**config.mk**
```make
export PLATFORM = sky130hd
export DESIGN_NAME = mem_responder
export DESIGN_NICKNAME = d
export VERILOG_FILES = /design/src/rtl/mem_responder.sv
export SDC_FILE = /design/constraint.sdc
export NUM_CORES = 2
export LEC_CHECK = 0
export BUFFER_PORTS_ARGS = -buffer_cell sky130_fd_sc_hd__buf_2
export CAP_MARGIN = 10
export CORE_MARGIN = 2
export CORE_UTILIZATION = 36
export DETAILED_ROUTE_END_ITERATION = 12
export REMOVE_ABC_BUFFERS = 1
export SLEW_MARGIN = 20
export SYNTH_ARGS = -nofsm -noshare
export SYNTH_HDL_FRONTEND = slang
export SYNTH_SLANG_ARGS = --single-unit
```
**constraint.sdc**
```tcl
create_clock -name clock -period 12.16 [get_ports clock]
set_input_delay 1.216 -clock clock [delete_from_list [all_inputs] [get_ports clock]]
set_output_delay 1.216 -clock clock [all_outputs]
set_load 0.01 [all_outputs]
```
**src/rtl/mem_responder.sv**
```systemverilog
// Word-addressed memory responder: req/ack handshake with a fixed number of
// wait states, byte-lane writes and out-of-range fault reporting.
module mem_responder #(
    parameter int WORDS       = 128,
    parameter int WAIT_STATES = 2
) (
    input  logic         clock,
    input  logic         reset,
    input  logic         req,
    input  logic         write_en,
    input  logic [0:3]   byte_en,
    input  logic [15:31] address,
    input  logic [0:31]  data_in,
    output logic [0:31]  data_out,
    output logic         ack,
    output logic         fault
);

    localparam int          AW    = (WORDS > 1) ? $clog2(WORDS) : 1;
    localparam logic [3:0]  WS    = 4'(WAIT_STATES);
    localparam logic [31:0] DEPTH = 32'(WORDS);

    typedef enum logic [1:0] {
        IDLE = 2'd0,
        WAIT = 2'd1,
        ACK  = 2'd2
    } state_t;

    state_t       state;
    logic [3:0]   cnt;
    logic [16:0]  addr_r;
    logic         we_r;
    logic [0:3]   be_r;
    logic [0:31]  wdata_r;

    logic [0:31]  mem [WORDS];

    logic         commit;
    logic [16:0]  sel_addr;
    logic         sel_we;
    logic [0:3]   sel_be;
    logic [0:31]  sel_data;
    logic         in_range;
    logic [AW-1:0] idx;

    // With zero wait states the request commits on its accepting edge, so the
    // live bus is used; otherwise the latched copy is used.
    always_comb begin
        commit   = 1'b0;
        sel_addr = addr_r;
        sel_we   = we_r;
        sel_be   = be_r;
        sel_data = wdata_r;
        if (state == IDLE) begin
            commit   = req && (WS == 4'd0);
            sel_addr = address;
            sel_we   = write_en;
            sel_be   = byte_en;
            sel_data = data_in;
        end else if (state == WAIT) begin
            commit = (cnt <= 4'd1);
        end else begin
            commit = 1'b0;
        end
        in_range = ({15'd0, sel_addr} < DEPTH);
        idx      = sel_addr[AW-1:0];
    end

    // Storage array: not reset, written only on the edge that enters ACK.
    always_ff @(posedge clock) begin
        if (commit && sel_we && in_range) begin
            for (int i = 0; i < 4; i++) begin
                if (sel_be[i]) begin
                    mem[idx][8*i +: 8] <= sel_data[8*i +: 8];
                end
            end
        end
    end

    // Handshake FSM with registered ack/fault/data_out.
    always_ff @(posedge clock or posedge reset) begin
        if (reset) begin
            state    <= IDLE;
            cnt      <= 4'd0;
            addr_r   <= 17'd0;
            we_r     <= 1'b0;
            be_r     <= 4'd0;
            wdata_r  <= 32'd0;
            ack      <= 1'b0;
            fault    <= 1'b0;
            data_out <= 32'd0;
        end else begin
            ack   <= commit;
            fault <= commit && !in_range;
            if (commit && !in_range) begin
                data_out <= 32'd0;
            end else if (commit && !sel_we) begin
                data_out <= mem[idx];
            end

            case (state)
                IDLE: begin
                    if (req) begin
                        addr_r  <= address;
                        we_r    <= write_en;
                        be_r    <= byte_en;
                        wdata_r <= data_in;
                        cnt     <= WS;
                        state   <= (WS == 4'd0) ? ACK : WAIT;
                    end
                end
                WAIT: begin
                    if (cnt <= 4'd1) begin
                        cnt   <= 4'd0;
                        state <= ACK;
                    end else begin
                        cnt <= cnt - 4'd1;
                    end
                end
                ACK: begin
                    state <= IDLE;
                end
                default: begin
                    state <= IDLE;
                end
            endcase
        end
    end

endmodule

```
==> reports/metrics.yaml <==
global_routing:
  grt_usage: 0.2227
  grt.overflow.total: 0
  grt_max_degree: 170
  grt_pass1_wl_um: 708700
  antenna_found_initial: 32
  grt_pass1_vias: 91274
timing:
  setup_viol: 0
  fin_worst_skew_ns: 0.05307
  holdWs_ns: 0.3924
  timing.final.crit_share: 0.4909
  relSlewSlack: 0.1174
  drv_slew: 0
  tightest_slew_ns: 1.321
  hold_viol_final: 0
  fmax_mhz: 167.5
  rsz0062_at_grt: "no"
  finalSetupTns_ns: 0
  finalCriticalPeriod_ns: 5.970
logic_synthesis:
  ys_seq_area_frac: 0.7954
  post_synth_instance_area_um2: 157600
  ys_warn_count: 0
  async_flop_share: 0.02243
  syn_inst: 10479
  synth_ff_type: "edfxtp_1"
  ys_seq_elements: 4190
  syn_area_per_cell_um2: 15.04
  synth.distinct_cells: 67
  synth-edff-count: 4096
worst_setup_path:
  critPathMaxFanout: 43
  critical_path_class: "reg2reg"
  critPathLaunchType: "flip-flop"
  r2r_start: "state[0]"
  cp-end-kind: "flip-flop"
  worst_ep_required_time_ns: 12.73
  cp.arrival_ns: 6.54
  startpoint: "state[0]"
clock_tree:
  clkSinkCount: 4190
  path_clk_slew_ns: 0.06
  cts_buffers: 418
  post_cts_resized: 0
  cts_setup_buffers: 0
  cts_root_buffer: "clkbuf_16"
  holdBufCountCts: 0
  cts_buffer_depth: 4
  htreeDepth: 5
  cts_tree: "yes"
  clk_latency_ns: 0.99
floorplanning:
  rows: 242
  dieWidth_um: 665.6
  core_um2: 435100
  initial_core_util: 0.3622
  die_h_um: 665.6
  dieArea_um2: 443000
  io-pin-count: 91
routing:
  drt_first_iter_violations: 13623
  firstDrtPassIters: 8
  drc: 0
  postRouteAntennaNets: 0
  wl_per_cell_um: 30.75
  dr_total_vias: 97194
  vias_per_cell: 5.853
  routed_wl_um: 510600
finish:
  fill_cells: 39023
  final_cell_mix: "edfxtp_1, nor2_1, nand2_1, o22ai_1, a21oi_1"
  nets: 10531
  finalInstanceArea_um2: 177800
  layout-drive-gt1-share: 0.09141
  final_common_cell: "edfxtp_1"
  area_delta_synth_final_pct: 12.84
flow_run:
  cap_violations: 0
worst_hold_path:
  hold_class: "in2async"
placement:
  placedInstanceArea_um2: 164200
  hpwl_um: 299800
  place_congestion: 0.8786
  io_buffers: 90
pwr:
  vdd_drop_max_mv: 0.2319
  total_leakage_power_uw: 0.05520
  p_per_area_nw_per_um2: 259.4
outcome:
  status: "completed"
-- final timing paths --
path	slack (ns)	cells after the start	endpoint
setup / recovery	6.19	8	mem[80][28]
hold / removal	0.39	2	wdata_r[24]
setup reg to reg	6.19	8	mem[80][28]
hold reg to reg	0.49	2	data_out[2]
max in group asynchronous	10.44	3	data_out[7]
min in group clock	0.49	2	addr_r[15]
-- per-layer routing --
metal	up-vias	wire length, µm	track usage
li1	40796	-	-
met1	49610	193800	0.2926
met2	5703	230800	0.3390
met3	1067	57210	0.05851
met4	18	28310	0.1174
met5	-	494	0.001953
-- critical path, cell delays in order, from the launching register on --
cell and delay, ns:
dfrtp_1 0.60, nor2_4 0.52, buf_4 0.65, nand3_1 0.22, o21a_2 0.16, buf_4 0.36
nor2_1 0.77, nand2_1 1.03, nor2_1 1.16
-- flip-flops by register name (all words and copies together) (netlist names) --
register  cells
state         2
addr_r       17
data_out     32
be_r          4
mem        4096
wdata_r      32
ack           1
cnt           4
we_r          1
fault         1
-- synthesized netlist by cell type (4+ instances only) --
cell	count	area, µm²
a21o_1	4	30.03
buf_6	4	45.04
nor2_1	1370	5142
nand2b_1	7	43.79
a31oi_1	87	544.3
a21oi_1	525	2628
clkbuf_1	263	987.2
buf_2	333	1667
or3_1	5	31.28
o31ai_1	92	690.7
or4_1	5	37.54
nand3_1	143	715.7
o211ai_1	20	150.1
a2111oi_0	5	43.79
nand2_1	1144	4294
a32o_1	4	40.04
o22ai_1	1097	6863
o21ai_0	208	1041
dfrtp_1	94	2352
nor2b_1	6	37.54
nor4_1	82	513.0
mux2i_1	83	830.8
o21ai_1	58	290.3
buf_4	14	105.1
mux2_2	53	596.8
inv_1	11	41.29
a41oi_1	25	219.0
o41ai_1	39	341.6
buf_1	69	259.0
o221ai_1	37	324.1
o21a_1	10	75.07
nor3_1	223	1116
o22a_1	8	70.07
edfxtp_1	4096	123000
a32oi_1	203	1778
-- cells by family (layout without fill, tap and decap cells) --
group	Yosys count	after routing	share of synthesized area
other cells	0	43	0
flops	4190	4190	0.7954
simple gates	3000	3000	0.07652
mux	137	137	0.009147
buf+inv	695	1046	0.01979
compound gates	2455	2455	0.09894
fa+ha+maj	2	2	0.0001588
-- final cells by class --
| type | instances | area [µm²] | area share |
|---|---|---|---|
| Sequential cell | 4190 | 125400 | 0.7049 |
| Multi-Input combinational cell | 5594 | 29680 | 0.1669 |
| Clock buffer | 541 | 11140 | 0.06265 |
| Tap cell | 5734 | 7174 | 0.04035 |
| Clock inverter | 237 | 2341 | 0.01316 |
| Timing Repair Buffer | 257 | 1983 | 0.01115 |
| Antenna cell | 43 | 107.6 | 0.0006051 |
| Inverter | 11 | 46.29 | 0.0002603 |
-- power by group --
group	total, µW	internal, µW	switching (µW)
logic	14300	2910	11400
registers	19000	18900	95.2
clock network	12900	7300	5560
total	46100	29100	17000
-- through the flow --
| stage | total power [µW] | setup slack, ns | instances | util |
|---|---|---|---|---|
| global route | 47300 | 6.110 | 16573 | 0.4085 |
| global placement | 33100 | 6.029 | 15785 | 0.3773 |
| floorplan | 27900 | -0.1426 | 9795 | - |
| finish | 46130 | 6.190 | 16607 | 0.4087 |
| CTS | 45900 | 6.401 | 16564 | 0.4084 |
| detailed placement | 33260 | 5.951 | 15786 | 0.3774 |
Power figures use the tool's default switching activity.
